File: src/rtl/fxp_arb_pkg.sv
// ============================================================================
// Module   : fxp_arb_pkg
// Purpose  : Shared helpers for the fixed-point width arbiter: id width and
//            saturation bit patterns.
// Revision : 1.0
// ============================================================================
`default_nettype none

package fxp_arb_pkg;

  localparam int c_pat_w = 64;

  // Width of a requester index; never narrower than one bit.
  function automatic int id_w(input int n);
    return (n > 1) ? $clog2(n) : 1;
  endfunction

  function automatic logic [c_pat_w-1:0] max_pos(input int w);
    return (c_pat_w'(1) << (w - 1)) - c_pat_w'(1);
  endfunction

  function automatic logic [c_pat_w-1:0] min_neg(input int w);
    return c_pat_w'(1) << (w - 1);
  endfunction

endpackage

`default_nettype wire

File: src/rtl/fxp_rr_arbiter.sv
// ============================================================================
// Module   : fxp_rr_arbiter
// Purpose  : Round-robin arbiter; grants the first request at or above ptr,
//            wrapping, producing a one-hot grant and its encoded index.
// Revision : 1.0
// ============================================================================
`default_nettype none

module fxp_rr_arbiter
  import fxp_arb_pkg::*;
#(
  parameter int N_REQ = 4
) (
  input  logic [N_REQ-1:0]        req,
  input  logic [id_w(N_REQ)-1:0]  ptr,
  input  logic                    en,
  output logic [N_REQ-1:0]        grant,
  output logic [id_w(N_REQ)-1:0]  idx
);

  localparam int c_id_w = id_w(N_REQ);

  always_comb begin
    int   j;
    logic found;
    j     = 0;
    found = 1'b0;
    grant = '0;
    idx   = '0;
    for (int k = 0; k < N_REQ; k++) begin
      j = int'(ptr) + k;
      if (j >= N_REQ) j = j - N_REQ;
      if (en && !found && req[j]) begin
        found    = 1'b1;
        grant[j] = 1'b1;
        idx      = c_id_w'(j);
      end
    end
  end

endmodule

`default_nettype wire

File: src/rtl/fxp_width_arbiter.sv
// ============================================================================
// Module   : fxp_width_arbiter
// Purpose  : Round-robin shares one fixed-point requantizer among N_REQ
//            requesters onto a registered, tagged valid/ready stream.
//            Define FXP_ARB_OVF_CNT_EN for per-requester overflow counters.
// Revision : 1.0
// ============================================================================
`default_nettype none

module fxp_width_arbiter
  import fxp_arb_pkg::*;
#(
  parameter int N_REQ    = 4,
  parameter int IN_INT   = 8,
  parameter int IN_FRAC  = 8,
  parameter int OUT_INT  = 8,
  parameter int OUT_FRAC = 8,
  parameter int ROUND    = 1,
  parameter int CNT_W    = 8
) (
  input  logic                                clk,
  input  logic                                rst_n,
  input  logic [N_REQ*(IN_INT+IN_FRAC)-1:0]   in_data,
  input  logic [N_REQ-1:0]                    in_valid,
  output logic [N_REQ-1:0]                    in_ready,
  output logic [OUT_INT+OUT_FRAC-1:0]         out_data,
  output logic [id_w(N_REQ)-1:0]              out_id,
  output logic                                out_ovf,
  output logic                                out_valid,
  input  logic                                out_ready,
  output logic [N_REQ*CNT_W-1:0]              ovf_cnt,
  input  logic                                ovf_cnt_clr
);

  localparam int c_id_w    = id_w(N_REQ);
  localparam int c_in_w    = IN_INT + IN_FRAC;
  localparam int c_out_w   = OUT_INT + OUT_FRAC;
  localparam int c_max_f   = (IN_FRAC > OUT_FRAC) ? IN_FRAC : OUT_FRAC;
  localparam int c_max_i   = (IN_INT > OUT_INT) ? IN_INT : OUT_INT;
  localparam int c_wk      = c_max_i + c_max_f + 2;
  localparam int c_drop    = (IN_FRAC > OUT_FRAC) ? IN_FRAC - OUT_FRAC : 0;
  localparam int c_pad     = (OUT_FRAC > IN_FRAC) ? OUT_FRAC - IN_FRAC : 0;
  localparam int c_rbit    = (c_drop > 0) ? c_drop - 1 : 0;
  localparam int c_lim_int = (IN_INT < OUT_INT) ? IN_INT : OUT_INT;

  // Rounding is suppressed at the largest value representable in both formats,
  // so rounding alone never causes an overflow.
  localparam logic signed [c_wk-1:0]  c_lim_max = c_wk'(max_pos(c_lim_int + OUT_FRAC));
  localparam logic signed [c_wk-1:0]  c_sat_max = c_wk'(max_pos(c_out_w));
  localparam logic [c_out_w-1:0]      c_neg_pat = c_out_w'(min_neg(c_out_w));
  localparam logic signed [c_wk-1:0]  c_sat_min = {{(c_wk - c_out_w){1'b1}}, c_neg_pat};

  // Returns {ovf, data}.
  function automatic logic [c_out_w:0] requant(input logic [c_in_w-1:0] x);
    logic signed [c_wk-1:0] v;
    logic                   rbit;
    v    = {{(c_wk - c_in_w){x[c_in_w-1]}}, x};
    rbit = 1'b0;
    if (c_drop > 0) begin
      rbit = v[c_rbit];
      v    = v >>> c_drop;
    end else begin
      v = v <<< c_pad;
    end
    if ((ROUND != 0) && rbit && (v != c_lim_max)) v = v + c_wk'(1);
    if (v > c_sat_max) return {1'b1, c_sat_max[c_out_w-1:0]};
    if (v < c_sat_min) return {1'b1, c_neg_pat};
    return {1'b0, v[c_out_w-1:0]};
  endfunction

  logic [N_REQ-1:0]    w_grant;
  logic [c_id_w-1:0]   w_idx;
  logic [c_id_w-1:0]   w_ptr_nxt;
  logic [c_in_w-1:0]   w_sel;
  logic [c_out_w:0]    w_conv;
  logic                w_free;
  logic                w_xfer;

  logic                r_out_valid;
  logic [c_out_w-1:0]  r_out_data;
  logic [c_id_w-1:0]   r_out_id;
  logic                r_out_ovf;
  logic [c_id_w-1:0]   r_ptr;

  assign w_free = !r_out_valid || out_ready;

  fxp_rr_arbiter #(
    .N_REQ (N_REQ)
  ) u_arb (
    .req   (in_valid),
    .ptr   (r_ptr),
    .en    (w_free && rst_n),
    .grant (w_grant),
    .idx   (w_idx)
  );

  assign in_ready  = w_grant;
  assign w_xfer    = |w_grant;
  assign w_sel     = in_data[w_idx*c_in_w +: c_in_w];
  assign w_conv    = requant(w_sel);
  assign w_ptr_nxt = (w_idx == c_id_w'(N_REQ - 1)) ? '0 : w_idx + 1'b1;

  always_ff @(posedge clk or negedge rst_n) begin
    if (!rst_n) begin
      r_out_valid <= 1'b0;
      r_out_data  <= '0;
      r_out_id    <= '0;
      r_out_ovf   <= 1'b0;
      r_ptr       <= '0;
    end else if (w_xfer) begin
      r_out_valid <= 1'b1;
      r_out_data  <= w_conv[c_out_w-1:0];
      r_out_id    <= w_idx;
      r_out_ovf   <= w_conv[c_out_w];
      r_ptr       <= w_ptr_nxt;
    end else if (out_ready) begin
      r_out_valid <= 1'b0;
    end
  end

  assign out_valid = r_out_valid;
  assign out_data  = r_out_data;
  assign out_id    = r_out_id;
  assign out_ovf   = r_out_ovf;

`ifdef FXP_ARB_OVF_CNT_EN
  for (genvar gi = 0; gi < N_REQ; gi++) begin : g_ovf_cnt
    logic [CNT_W-1:0] r_cnt;
    always_ff @(posedge clk or negedge rst_n) begin
      if (!rst_n) begin
        r_cnt <= '0;
      end else if (ovf_cnt_clr) begin
        r_cnt <= '0;
      end else if (w_grant[gi] && w_conv[c_out_w] && !(&r_cnt)) begin
        r_cnt <= r_cnt + 1'b1;
      end
    end
    assign ovf_cnt[gi*CNT_W +: CNT_W] = r_cnt;
  end
`else
  logic w_unused_clr;
  assign w_unused_clr = ovf_cnt_clr;
  assign ovf_cnt      = '0;
`endif

endmodule

`default_nettype wire

File: config.mk
export PLATFORM = sky130hd
export DESIGN_NAME = fxp_width_arbiter
export DESIGN_NICKNAME = d
export VERILOG_FILES = /design/src/rtl/fxp_arb_pkg.sv /design/src/rtl/fxp_rr_arbiter.sv /design/src/rtl/fxp_width_arbiter.sv
export SDC_FILE = /design/constraint.sdc
export NUM_CORES = 1
export LEC_CHECK = 0
export ABC_AREA = 0
export BUFFER_PORTS_ARGS = -buffer_cell sky130_fd_sc_hd__buf_2
export CAP_MARGIN = 20
export CORE_MARGIN = 5
export CORE_UTILIZATION = 25
export CTS_CLUSTER_DIAMETER = 50
export DETAILED_ROUTE_END_ITERATION = 12
export PLACE_DENSITY = 0.51
export SLEW_MARGIN = 0
export SYNTH_ARGS = -nofsm -noshare
export SYNTH_HDL_FRONTEND = slang
export SYNTH_SLANG_ARGS = --single-unit
export TNS_END_PERCENT = 10
File: constraint.sdc
create_clock -name clk -period 3.7 [get_ports clk]
set_input_delay 0.185 -clock clk [delete_from_list [all_inputs] [get_ports clk]]
set_output_delay 0.185 -clock clk [all_outputs]
set_load 0.01 [all_outputs]
==> results.tsv, run 1 <==
metric	value	unit
start_kind	flip-flop	
cp_cell_sequence	inv_1 -> ha_1 -> mux4_2 -> o211ai_1 -> o211ai_1 -> or2_1 -> buf_4 -> a211oi_1 -> o31ai_2	
p_total	1.82	mW
finalHoldWorstSlack	239	ps
finalSetupTns	0	ps
grt_max_degree	42	
ys_types	38	
htreeDepth	1	
vias	2107	
relSlewSlack	0.286	
wl_per_cell	15.7	microns
clock_latency	270	ps
synth_common_cells	a211oi_1 (33), buf_4 (32), nand2_1 (32), nor3b_1 (32), dfrtp_1 (22)	
arrival	3260	ps
n_antenna_cell	0	
nets	422	
worstMarginPinSlew	1070	ps
cts_sinks	22	
drv_slew	0	
portBuffers	94	
crit_buf_inv	2	
start_util	0.259	
max_freq	0.321	GHz
postRouteAntennaNets	0	
ff2ff_path_depth	9	
grtUsageMet2	0.200	
met3_usage	0.0361	
clk_pin_slew	90	ps
min_period_over_period	0.843	
fin_crit	3120	ps
wirelength	7070	microns
grt-busiest-layer	met2	
cpLargestDelayFamily	compound AO/OA/AOI/OAI gates	
crit_type	flip-flop to flip-flop	
ys_ff_latch	22	
r2r_end	out_data[0]	
dp_hpwl	5270	microns
syn2layout_area_growth	23.2	%
clk_path_buf_depth	2	
irDropWorstVdd	0.000255	V
cap_violations	0	
yosys-top-cells-area	dfrtp_1 (24%), a211oi_1 (11%), buf_4 (11%)	
synth-edff-count	0	
yosys.area_share.xor_xnor	0.00386	
viasPerCell	4.69	
clock_skew	3.23	ps
drtPass1Iterations	4	
synth.area.mux_share	0.0535	
endpoint_kind	flip-flop	
drive_gt1_frac	0.387	
yosys_warnings	0	
final-setup-viol-count	0	
fp.dieH	105	microns
required	3840	ps
grtUsageTotal	0.120	
synth_top_family_by_area	compound AO/OA/AOI/OAI gates	
grt_first_pass_wirelength	11100	microns
rows	34	
cts_buffers	3	
synth_top_area_frac	0.243	
final_cells	449	
path_common_cell	o211ai_1	
antenna_found_initial	0	
fin_util	0.319	
cts_tree	yes	
holdPathStages	3	
drt_iter0_markers	79	
die_width	105	microns
yosys.area.top_type	dfrtp_1	
cp_max_fo	15	
yosysSeqAreaShare	0.243	
dieArea	0.0111	sq mm
synth-async-reset-ratio	1.00	
globalRouteOverflowTotal	0	
pwr_density_cell	652	mW/mm^2
dp_cells	444	
grt_pass1_vias	2078	
ios	128	
hold_class	input pin to flip-flop	
outcome	completed	
p_leak	1.27	nW
netlist_instances	255	
syn_area	0.00227	sq mm
yosysMostFrequentCell	a211oi_1	
cpPeakStageDelay	660	ps
hp-start	out_ready	
grt_setup_unrepaired	no	
synth_compound_area_frac	0.272	
finalHoldViolations	0	
drcViolationCount	0	
avgSynthCellArea	8.90	sq um
synthAdderAreaFrac	0.0441	
synthFlopType	dfrtp_1	
met1_usage	0.160	
hold_end	out_valid	
regToRegStartpoint	r_ptr[0]	
core_area	0.00876	sq mm
place.gp.congestion	0.771	
yosys.area_share.simple	0.221	
r2r_setup_slack	580	ps
cpMaxStageDelayCell	mux4_2	
cts_root_buf	clkbuf_8	
crit_cells	9	
how the worst max path moves through the flow:
stage / startpoint / end / slack [ps]
after CTS: r_ptr[0] / out_data[0] / 550
after global routing: r_ptr[0] / out_data[4] / 390
after global placement: r_ptr[0] / out_data[0] / 590
after detailed placement: r_ptr[0] / out_data[0] / 560
final: r_ptr[0] / out_data[0] / 580
after floorplan: r_ptr[0] / out_data[0] / 690
logic make-up (layout without fill, tap and decap cells):
group	count (synthesis)	after routing
buffers and inverters	56	111
adder cells (fa/ha/maj)	8	8
AO/OA/AOI/OAI	73	73
XOR/XNOR	1	1
other	1	32
multiplexers	7	7
AND/OR/NAND/NOR	87	87
flip-flops	22	22
report_power, final:
group | internal [mW] | leakage, nW | switching, mW
Clock | 0.145 | 0.0357 | 0.0893
Combinational | 0.461 | 0.963 | 0.728
Sequential | 0.349 | 0.272 | 0.0500
worst reg2reg max path, stage by stage (launching register included):
cell and delay, ps:
dfrtp_1 350, inv_1 100, ha_1 450, mux4_2 670, o211ai_1 130, o211ai_1 130
or2_1 450, buf_4 280, a211oi_1 340, o31ai_2 100
placed cells by master (no fill, tap or decap), drive strengths merged, types with 2 or more instances in the layout:
cell / n
a22oi: 5
a211oi: 34
nor2: 7
mux2i: 2
nor3: 2
dfrtp: 22
nand2b: 2
o211ai: 2
a41oi: 2
nor2b: 3
o21ai: 9
o31ai: 16
clkbuf: 3
nor3b: 32
buf: 102
nand3b: 4
and2: 2
ha: 8
mux4: 4
inv: 4
nand2: 32
conb: 32
area by class of cell:
| type | instances | area, sq um |
|---|---|---|
| clock inverter | 1 | 30.0 |
| clock buffer | 3 | 41.3 |
| multi-input combinational | 208 | 1480 |
| inverter | 4 | 15.0 |
| fill | 957 | 5970 |
| sequential | 22 | 551 |
| tap | 108 | 135 |
| timing repair buffer | 103 | 541 |
state kept, by name, summed over array words and instances (netlist names):
name and flops:
out_data 16, out_id 2, r_ptr 2, out_ovf 1, out_valid 1
metrics by stage:
stage | instance area [sq um] | setup WS (ps)
floorplan | 2380 | 689
global placement | 2710 | 592
detailed placement | 2710 | 562
CTS | 2800 | 555
global route | 2800 | 391
finish | 2800 | 580
per-layer routing:
layer | share of wire | routed length (microns)
met1 | 0.44 | 3120
met2 | 0.48 | 3390
met3 | 0.078 | 554
met4 | 0.0016 | 11
met5 | 0 | 0
what timing repair did:
action	4_1_cts	5_1_grt
hold buffers	1	0
buffers inserted	0	0
hold endpoints to repair	22	0
resized for setup	0	0
Note: power is estimated with default switching activity, not from simulation.
==> run 2: changes to the inputs <==
Settings changed: PLACE_DENSITY 0.51 to 0.53.
Clock period 3.7 ns to 2.5 ns, I/O delays scaled along.
==> run 2 against run 1 <==
Against the previous run: final cell count increased by 3.8%; global-route usage increased by 0.38 points; the run now ends with setup timing left; hold slack got worse by 39 ps; sequential power increased by 49%; wire length increased by 0.66%; sequential share of layout area decreased by 2.8 points; first-iteration DRC count decreased by 32%; via count increased by 2.9%; clock-buffer cell count increased by 1; clock power increased by 12%; worst setup slack got worse by 710 ps; register-to-register slack got worse by 640 ps.
==> results.tsv, run 2 (synthesis results as in run 1) <==
metric	value	unit	change
outcome	finished, violations left		
violations	setup timing		
hold_end	out_valid		
final_design_area_no_fill	0.00326	sq mm	+17%
fin_crit	2630	ps	
start_util	0.259		unchanged
drive_gt1_frac	0.550		+0.163
relSlewSlack	0.645		+0.359
crit_type	flip-flop to primary output		
ios	128		unchanged
cts_tree	yes		
vias	2168		+2.9%
start_kind	flip-flop		
hold_class	input pin to flip-flop		
cts_sinks	22		unchanged
nets	439		+4.0%
dp_hpwl	5670	microns	+7.7%
cts_root_buf	clkbuf_8		
grtUsageTotal	0.124		+0.00375
drv_slew	0		unchanged
finalSetupTns	-1360	ps	-1360 ps
endpoint_kind	primary output		
cap_violations	0		unchanged
ff2ff_path_depth	9		unchanged
min_period_over_period	1.05		
die_width	105	microns	unchanged
cts_buffers	3		unchanged
final_cells	466		+3.8%
finalHoldViolations	0		unchanged
viasPerCell	4.65		-0.86%
p_leak	1.45	nW	+14%
place_area	0.00307	sq mm	+13%
wirelength	7120	microns	+0.66%
arrival	2500	ps	-760 ps
irDropWorstVdd	0.000390	V	+53%
finalHoldWorstSlack	200	ps	-38.6 ps
place.gp.congestion	0.715		-7.3%
final_cell_mix	buf_2 (94), conb_1 (32), nand2_1 (30), a211oi_2 (30), nor3b_1 (29)		
cp_max_fo	4		-11
worstMarginPinSlew	528	ps	-543 ps
clk_path_buf_depth	2		unchanged
globalRouteOverflowTotal	0		unchanged
dieArea	0.0111	sq mm	unchanged
mostFrequentLayoutCell	buf_2		
antenna_found_initial	0		unchanged
core_area	0.00876	sq mm	unchanged
dp_cells	459		+3.4%
grt_first_pass_wirelength	11400	microns	+3.2%
pwr_density_cell	949	mW/mm^2	+46%
postRouteAntennaNets	0		unchanged
portBuffers	94		unchanged
largest_reg_flops	16		unchanged
grt_setup_unrepaired	yes		
hp-start	out_ready		
r2r_setup_slack	-60	ps	-640 ps
final-setup-viol-count	25		+25
holdPathStages	3		unchanged
regToRegStartpoint	r_ptr[0]		
fin_util	0.372		+0.0531
rows	34		unchanged
syn2layout_area_growth	43.7	%	
grt_max_degree	33		-21%
drcViolationCount	0		unchanged
drt_iter0_markers	54		-32%
max_freq	0.380	GHz	
wl_per_cell	15.3	microns	-3.0%
grt_pass1_vias	2159		+3.9%
fp.dieH	105	microns	unchanged
drtPass1Iterations	4		unchanged
clk_pin_slew	80	ps	about the same
htreeDepth	1		unchanged
n_antenna_cell	0		unchanged
fin_ws	-129	ps	-710 ps
n_fill_cell	902		-5.7%
required	2380	ps	-1460 ps
clock_skew	1.66	ps	-1.58 ps
r2r_end	out_data[0]		
clock_latency	260	ps	about the same
run 2: changes by cell type in the layout (fill, tap and decap cells not counted), sizes merged:
cell,delta
clkbuf,+1
bufinv,-1
buf,+17
run 2: area by class of cell:
cell class | count | area, sq um | area share
clock buffer | 4 | 55.1 | 0.0169
tap | 108 | 135 | 0.0414
multi-input combinational | 208 | 1740 | 0.535
inverter | 4 | 20.0 | 0.00614
sequential | 22 | 552 | 0.169
timing repair buffer | 120 | 754 | 0.231
run 2: through the flow:
stage | power, mW | setup slack [ps]
floorplan | 2.09 | -319
global placement | 2.70 | -96.6
detailed placement | 2.75 | -129
CTS | 3.08 | -127
global route | 3.35 | -192
finish | 3.09 | -129
run 2: report_power, final:
group | internal, mW | switching, mW | total, mW
clock network | 0.141 | 0.121 | 0.262
logic | 0.992 | 1.24 | 2.24
registers | 0.517 | 0.0790 | 0.596
run 2: critical path: stages (launching register included):
cell	delay [ps]
dfrtp_2	410
inv_6	40
ha_4	270
mux4_2	540
or4b_4	590
buf_6	150
o21ai_1	100
buf_2	140
run 2: routing by layer:
| metal | vias to the layer above | part of all wire | track usage |
|---|---|---|---|
| met3 | 4 | 0.067 | 0.0269 |
| li1 | 1079 | - | - |
| met2 | 71 | 0.51 | 0.211 |
| met1 | 1014 | 0.41 | 0.160 |
| met4 | 0 | 0.0098 | 0.0301 |
| met5 | - | 0 | 0 |
run 2: worst max path at each step:
stage | start | to | slack, ps | cells after the start
after global routing | r_ptr[1] | in_ready[3] | -190 | 7
after detailed placement | r_ptr[0] | out_data[7] | -130 | 8
after CTS | r_ptr[0] | in_ready[3] | -130 | 7
final | r_ptr[0] | in_ready[1] | -130 | 7
after floorplan | r_ptr[0] | out_data[13] | -320 | 11
after global placement | r_ptr[0] | out_data[10] | -100 | 9
run 2: timing repair:
action                                 in CTS  in global routing
hold buffers                                1                  0
setup endpoints to repair                  26                 26
pin swaps                                  11                  3
endpoints found under the hold margin       7                  0
gates cloned                                0                  0
setup buffers                               1                  1
resized for setup                          14                 12
